`config.mk`:
```
export PLATFORM = sky130hd
export DESIGN_NAME = rr_mux_arbiter
export DESIGN_NICKNAME = d
export VERILOG_FILES = /design/src/rtl/rr_mux_arbiter.sv
export SDC_FILE = /design/constraint.sdc
export NUM_CORES = 1
export LEC_CHECK = 0
export CAP_MARGIN = 20
export CORE_MARGIN = 4
export CORE_UTILIZATION = 47
export DETAILED_ROUTE_END_ITERATION = 8
export GPL_ROUTABILITY_DRIVEN = 0
export PLACE_DENSITY = 0.89
export SYNTH_ARGS = -nofsm -noshare
export SYNTH_HDL_FRONTEND = slang
export SYNTH_SLANG_ARGS = --single-unit
```
`constraint.sdc`:
```
create_clock -name clk -period 3.6 [get_ports clk]
set_input_delay 0.72 -clock clk [delete_from_list [all_inputs] [get_ports clk]]
set_output_delay 0.72 -clock clk [all_outputs]
set_load 0.03 [all_outputs]
```
`src/rtl/rr_mux_arbiter.sv`:
```
// rr_mux_arbiter
//   Round-robin arbiter and sequencer for the 4:1 byte-select mux datapath.
//   Picks one of four requesters, drives the mux select (address), registers
//   the selected word and presents it on a valid/ready handshake.
//
// Ports
//   clk        system clock, rising edge
//   rst_n      asynchronous active-low reset
//   req[3:0]   request per requester
//   data_in    packed words {d0,d1,d2,d3}; d0 in the MSBs
//   ack[3:0]   one-hot transfer acknowledge (combinational)
//   grant[3:0] registered one-hot grant, zero when idle
//   address    registered index of the granted requester (mux select)
//   out_valid  data_out holds a granted word
//   out_ready  downstream accepts the word
//   data_out   registered word of the granted requester
module rr_mux_arbiter #(
  parameter int unsigned W = 8
) (
  input  logic           clk,
  input  logic           rst_n,
  input  logic [3:0]     req,
  input  logic [4*W-1:0] data_in,
  output logic [3:0]     ack,
  output logic [3:0]     grant,
  output logic [1:0]     address,
  output logic           out_valid,
  input  logic           out_ready,
  output logic [W-1:0]   data_out
);

  typedef enum logic {IDLE, BUSY} state_t;

  state_t       state;
  logic [1:0]   ptr;
  logic         xfer;
  logic [1:0]   base;
  logic [3:0]   elig;
  logic         found;
  logic [1:0]   winner;
  logic [1:0]   idx;
  logic [W-1:0] words [4];

  assign xfer = out_valid & out_ready;
  assign ack  = grant & {4{xfer}};

  // On a transfer the search starts from the pointer value being written this
  // edge (address+1) and excludes the requester just served, so a repeating
  // requester sits out one cycle while others get back-to-back grants.
  always_comb begin
    base   = xfer ? address + 2'd1 : ptr;
    elig   = xfer ? (req & ~(4'b0001 << address)) : req;
    found  = 1'b0;
    winner = base;
    idx    = base;
    for (int unsigned k = 0; k < 4; k++) begin
      idx = base + 2'(k);
      if (!found && elig[idx]) begin
        found  = 1'b1;
        winner = idx;
      end
    end
  end

  always_comb begin
    for (int unsigned i = 0; i < 4; i++) begin
      words[i] = data_in[(3-i)*W +: W];
    end
  end

  always_ff @(posedge clk or negedge rst_n) begin
    if (!rst_n) begin
      state     <= IDLE;
      ptr       <= '0;
      grant     <= '0;
      address   <= '0;
      out_valid <= 1'b0;
      data_out  <= '0;
    end else begin
      if (xfer) begin
        ptr <= address + 2'd1;
      end
      // BUSY without a transfer holds everything stable.
      if (state == IDLE || xfer) begin
        if (found) begin
          state     <= BUSY;
          out_valid <= 1'b1;
          grant     <= 4'b0001 << winner;
          address   <= winner;
          data_out  <= words[winner];
        end else begin
          state     <= IDLE;
          out_valid <= 1'b0;
          grant     <= '0;
        end
      end
    end
  end

endmodule

```
==> summary.md, run 1 <==
| Metric | Value |
|---|---|
| Outcome | `complete, no violations` |
| Clock Pin Slew Worst Setup and Hold Paths | `0.10 ns` |
| Vias in the first global route | `1577` |
| Unrepaired setup endpoints after global routing | `false` |
| Period utilisation layout | `0.885` |
| Proportion of synthesized area in mux cells | `0.00690` |
| Synth warn | `0` |
| DRT Wirelength | `4.54 mm` |
| Worst Setup Start Kind | `input port` |
| Area growth, synth to finish | `41.6%` |
| Worst Tran Pin Value | `0.753 ns` |
| Post-Route Setup TNS | `0 ns` |
| DR vias/cell | `6.44` |
| Post-synth top area share | `0.293` |
| Setup bufs post-CTS | `0` |
| Syn nets | `214` |
| Die Height | `63.6 um` |
| CTS tree | `yes` |
| Initial Util | `0.509` |
| Critical path endpoint category | `flop` |
| Max-cap violations | `0` |
| Routed WL per cell | `17.7 um` |
| Clock sinks | `17` |
| Average size of a mapped cell | `8.49 sq um` |
| Filler cell count | `234` |
| Number of top-level pins | `58` |
| Most frequent cells in the layout | `clkdlybuf4s50_1 (57), a31oi_1 (17), dfrtp_1 (17)` |
| Combinational family with the most area after synthesis | `compound AO/OA/AOI/OAI gates` |
| Synth Area in Compound Gates | `0.350` |
| IO Port Bufs | `57` |
| Power, Total | `1510 uW` |
| Worst vdd ir | `0.373 mV` |
| Final setup vio count | `0` |
| Row count | `19` |
| Most common cell after layout, fill and taps aside | `clkdlybuf4s50_1` |
| Worst endpoint required time | `3.78 ns` |
| Antenna violations before repair | `0` |
| Max Fclk | `0.314 GHz` |
| Worst-path fanout max | `14` |
| Sequential area share after synthesis | `0.293` |
| Max clock buf depth | `2` |
| Post-DP HPWL | `3.49 mm` |
| Router iterations before antenna repair | `6` |
| CORE AREA | `2850 sq um` |
| Post-synthesis xor/xnor area fraction | `0` |
| Post-synthesis simple-gate area fraction | `0.250` |
| Full die area | `4040 sq um` |
| Fin. Hold Viols | `0` |
| H-tree Lvls | `1` |
| Chip Width | `63.6 um` |
| Pre-CTS setup slack | `0.215 ns` |
| LEAKAGE | `0.000791 uW` |
| Hold Path Class | `reg2reg` |
| Final antenna-violating net count | `0` |
| Post-Syn Instances | `171` |
| Slew Viols, Final | `0` |
| Total CTS buffers | `3` |
| Clk root buf | `clkbuf_4` |
| Register area | `425 sq um` |
| Adder-Cell Fraction of Synth Area | `0.0345` |
| Gates resized, CTS repair | `0` |
| Synth unique cells | `43` |
| Grt ovf | `0` |
| First-pass GRT wire length | `7.50 mm` |
| Synth area leader | `dfrtp_1` |
| Multi-input logic area | `931 sq um` |
| Vias | `1654` |
| FF+latch count, synth | `17` |
| Slew Limit Headroom | `0.497` |
| # nets final | `270` |
| Cell Pwr Density | `734 nW/um^2` |
| Largest net degree at the start of global routing | `19` |
| Share of cells above drive strength 1 | `0.102` |
| Final WS setup | `0.413 ns` |
| Clk_lat worst skew | `0.30 ns` |
| Antenna Cells | `0` |
| Drt drc | `0` |
| Synth area leaders | `dfrtp_1 (29%), a31oi_1 (7.3%), nor4b_1 (4.8%)` |
| Worst hold slack | `0.538 ns` |
| Mapped cell area | `1450 sq um` |
| Clk_skew | `0.00426 ns` |
| Crit path kind | `in2reg` |
| Worst EP arrival | `3.37 ns` |
| Post-CTS Hold Fix Bufs | `0` |
| Final min period | `3.19 ns` |
| Final Core Density | `0.721` |
| DRT iter0 DRCs | `137` |
| GRT Overall Usage | `0.227` |
[worst max-delay path, cell delays in order]
cell	delay, ns
clkdlybuf4s50_1	0.78
a21bo_2	0.23
o21a_1	0.38
inv_1	0.19
a22oi_1	0.57
o21ai_0	0.21
a31oi_1	0.20
a31oi_1	0.10
[path summary, 6_finish.rpt]
check                      slack [ns]                  from  depth (start not counted)                      end
max reg2reg                      0.98     state$_DFFE_PN0N_                          7  data_out[6]$_DFFE_PN0P_
min                              0.54  grant[3]$_DFFE_PN0N_                          2     grant[3]$_DFFE_PN0N_
max                              0.41             out_ready                          8  data_out[6]$_DFFE_PN0P_
min reg2reg                      0.54  grant[3]$_DFFE_PN0N_                          2     grant[3]$_DFFE_PN0N_
min in group asynchronous        0.85                 rst_n                          1   address[1]$_DFFE_PN0P_
max in group asynchronous        2.28                 rst_n                          1  data_out[2]$_DFFE_PN0P_
[kinds of logic after synthesis]
logic type / count (synthesis)
AOI/OAI and AO/OA: 69
and+or+nand+nor: 62
buffers and inverters: 18
DFF: 17
adders and majority gates: 4
muxes: 1
[synthesized netlist by cell type]
cell type,n
a211oi_1,1
a211oi_2,1
a21bo_2,1
a21boi_1,1
a21oi_1,1
a21oi_2,2
a22o_1,2
a22oi_1,3
a31oi_1,17
a32o_1,1
a41oi_4,1
and2_1,1
and3_1,5
and3_4,2
buf_2,4
buf_6,3
clkbuf_1,4
dfrtp_1,17
ha_1,4
inv_1,6
inv_2,1
mux2i_1,1
nand2_1,15
nand2b_1,2
nand3_1,12
nand3_4,1
nor2_1,11
nor2_4,1
nor2b_1,1
nor4b_1,8
o2111ai_1,1
o211ai_1,2
o21a_1,1
o21ai_0,9
o21ai_1,12
o221a_2,1
o22ai_2,1
o2bb2ai_1,2
o31a_1,8
o32ai_2,1
or3_1,1
or3_4,1
or4b_2,1
[state kept, by name, summed over array words and instances (netlist names)]
register  count
address       2
data_out      8
grant         4
ptr           2
state         1
[power by group]
part           leakage [uW]  switching (uW)  internal (uW)
Combinational      0.000574             632            432
Sequential         0.000202            60.5            277
Clock             0.0000150            64.3           43.2
[through the flow]
step	std cells	cell area, sq um
CTS	257	2060
global route	257	2060
detailed placement	253	2030
finish	257	2060
global placement	253	2030
floorplan	171	1450
[metal layers]
layer	vias up	GRT usage	share of wire
met3	17	0.0302	0.078
met4	0	0.0889	0.025
met1	766	0.295	0.40
li1	771	-	-
met5	-	0	0
met2	100	0.378	0.50
[layout make-up]
type | instances | share of cell area
Inverter | 7 | 0.0128
Clock buffer | 4 | 0.0128
Tap cell | 31 | 0.0189
Multi-Input combinational cell | 136 | 0.453
Timing Repair Buffer | 62 | 0.296
Sequential cell | 17 | 0.207
Note: power is estimated with default switching activity, not from simulation.
==> inputs of run 2 (changes only) <==
--- a/config.mk
+++ b/config.mk
@@ -12,4 +12,5 @@
 export GPL_ROUTABILITY_DRIVEN = 0
 export PLACE_DENSITY = 0.89
+export REMOVE_ABC_BUFFERS = 1
 export SYNTH_ARGS = -nofsm -noshare
 export SYNTH_HDL_FRONTEND = slang
==> constraint.sdc (replaced) <==
create_clock -name clk -period 3.6 [get_ports clk]
set_input_delay 0.72 -clock clk [delete_from_list [all_inputs] [get_ports clk]]
set_output_delay 0.72 -clock clk [all_outputs]
set_load 0.05 [all_outputs]
==> run 2 against run 1 <==
Effect of this change:
- final cell count increased by 1.2%
- non-clock buffer count increased by 3
- combinational power increased by 15%
- clock power about the same
- critical endpoint is now ack[1]
- highest routed layer unchanged
==> summary.md, run 2 (same netlist as run 1, synthesis figures left out) <==
| Metric | Value |
|---|---|
| Outcome | `complete, no violations` |
| Worst Tran Pin Value | `1.07 ns` |
| Clock Pin Slew Worst Setup and Hold Paths | `0.11 ns` |
| Most common cell after layout, fill and taps aside | `clkdlybuf4s50_1` |
| Clock power frac | `0.066` |
| Clock sinks | `17` |
| Slew Limit Headroom | `0.286` |
| Internal power | `766 uW` |
| Final Instance Count excl. Fillers | `260` |
| Met3 Use GR | `0.0462` |
| Crit path buffers/inverters | `2` |
| Period utilisation layout | `0.900` |
| Drt drc | `0` |
| Max clock buf depth | `2` |
| Worst EP arrival | `2.52 ns` |
| Initial Util | `0.509` |
| Max Fclk | `0.309 GHz` |
| Top reg by flops | `data_out` |
| Final setup vio count | `0` |
| Slowest cell on the critical path | `clkdlybuf4s50_1` |
| Pre-CTS setup slack | `0.223 ns` |
| Fin area | `2080 sq um` |
| Final min period | `3.24 ns` |
| Largest regs | `data_out x8, grant x4` |
| Fin. Hold Viols | `0` |
| Met1 usage | `0.288` |
| Post-DP HPWL | `3.49 mm` |
| Router iterations before antenna repair | `6` |
| Number of top-level pins | `58` |
| Worst-path fanout max | `14` |
| Die Height | `63.6 um` |
| Switching pwr | `901 uW` |
| Crit path kind | `in2out` |
| Global route hottest layer | `met2` |
| GRT Overall Usage | `0.236` |
| Slew Viols, Final | `0` |
| DR vias/cell | `6.38` |
| Largest net degree at the start of global routing | `18` |
| Most used cell, CP | `clkdlybuf4s50_1` |
| Crit-path max cell delay | `0.80 ns` |
| Cell count of the worst hold path | `2` |
| # nets final | `273` |
| First-pass GRT wire length | `7.66 mm` |
| Worst endpoint required time | `2.88 ns` |
| Area growth, synth to finish | `43.3%` |
| Routed WL per cell | `17.8 um` |
| Hold Path Class | `reg2reg` |
| Row count | `19` |
| Unrepaired setup endpoints after global routing | `false` |
| Clk_lat worst skew | `0.30 ns` |
| Grt ovf | `0` |
| Vias in the first global route | `1652` |
| Clk_skew | `0.00217 ns` |
| Critical path endpoint category | `primary output` |
| Gates resized, CTS repair | `0` |
| Antenna Cells | `0` |
| Chip Width | `63.6 um` |
| Final antenna-violating net count | `0` |
| CTS tree | `yes` |
| Max FFs per register | `8` |
| Crit-path cells | `clkdlybuf4s50_1, and3_1, clkdlybuf4s50_1` |
| Worst hold slack | `0.525 ns` |
| Antenna violations before repair | `0` |
| Full die area | `4040 sq um` |
| Post-Route Setup TNS | `0 ns` |
| Top delay family on crit path | `buffers and inverters` |
| Most frequent cells in the layout | `clkdlybuf4s50_1 (57), a31oi_1 (17), dfrtp_1 (17)` |
| DP Cell Count | `256` |
| Flop pwr share | `0.203` |
| Logic pwr share | `0.731` |
| Worst Setup Start Kind | `input port` |
| Worst path depth | `3` |
| Worst Reg2Reg Path Length in Cells | `8` |
| Worst vdd ir | `0.586 mV` |
| IO Port Bufs | `57` |
| DRT iter0 DRCs | `188` |
| Clk root buf | `clkbuf_4` |
| DP Area | `2050 sq um` |
| Cell Pwr Density | `802 nW/um^2` |
| LEAKAGE | `0.000808 uW` |
| Share of cells above drive strength 1 | `0.118` |
| DRT Wirelength | `4.63 mm` |
| CORE AREA | `2850 sq um` |
| Vias | `1659` |
| GRT met2 Usage | `0.385` |
| Setup bufs post-CTS | `0` |
| Post-CTS Hold Fix Bufs | `0` |
| Total CTS buffers | `3` |
| Max-cap violations | `0` |
| H-tree Lvls | `1` |
| Sw Ratio | `0.540` |
| Final WS setup | `0.360 ns` |
[run 2: changes by cell type in the layout (fill, tap and decap cells not counted)]
cell / before / now
buf_4: 5 / 8
clkbuf_1: 1 / 0
clkinv_2: 0 / 1
[run 2: power groups by stage]
stage               combinational (uW)  clock [uW]  sequential, uW
finish                            1220         110             338
global route                      1300         121             352
CTS                               1210         112             338
detailed placement                1210           0             341
global placement                  1170           0             337
floorplan                          533           0             605
[run 2: routing by layer]
metal,routed length (um),share of wire
met1,1820,0.39
met2,2210,0.48
met3,467,0.10
met4,132,0.029
met5,0,0
[run 2: path summary, 6_finish.rpt]
path	start	end	slack (ns)
setup / recovery	out_ready	ack[1]	0.36
hold / removal	grant[3]$_DFFE_PN0N_	grant[3]$_DFFE_PN0N_	0.53
setup reg to reg	address[0]$_DFFE_PN0P_	data_out[5]$_DFFE_PN0P_	0.95
hold reg to reg	grant[3]$_DFFE_PN0N_	grant[3]$_DFFE_PN0N_	0.53
max in group asynchronous	rst_n	data_out[7]$_DFFE_PN0P_	2.24
min in group asynchronous	rst_n	address[1]$_DFFE_PN0P_	0.86
[run 2: worst min-delay path: stages (launching register included)]
cell and delay, ns:
dfrtp_1 0.38, nand2_1 0.05, o21ai_1 0.06
[run 2: stage by stage]
step           power [uW]   util
2_1_floorplan        1140      -
3_3_place_gp         1500  0.719
3_5_place_dp         1550  0.719
4_1_cts              1660  0.729
5_1_grt              1770  0.729
6_report             1670  0.729
[run 2: area by class of cell]
type | instances | area, sq um
multi-input cells | 136 | 931
fillers | 215 | 773
clock inverters | 1 | 5.00
repair buffers | 65 | 631
inverters | 7 | 26.3
well taps | 31 | 38.8
clock buffers | 3 | 22.5
flip-flops and latches | 17 | 425
==> inputs of run 3 (changes only) <==
Settings changed: SKIP_CTS_REPAIR_TIMING set to 1, SKIP_LAST_GASP set to 1.
==> results of run 3 <==
Same layout as run 2: the final DEF is identical, and so are final timing and power.
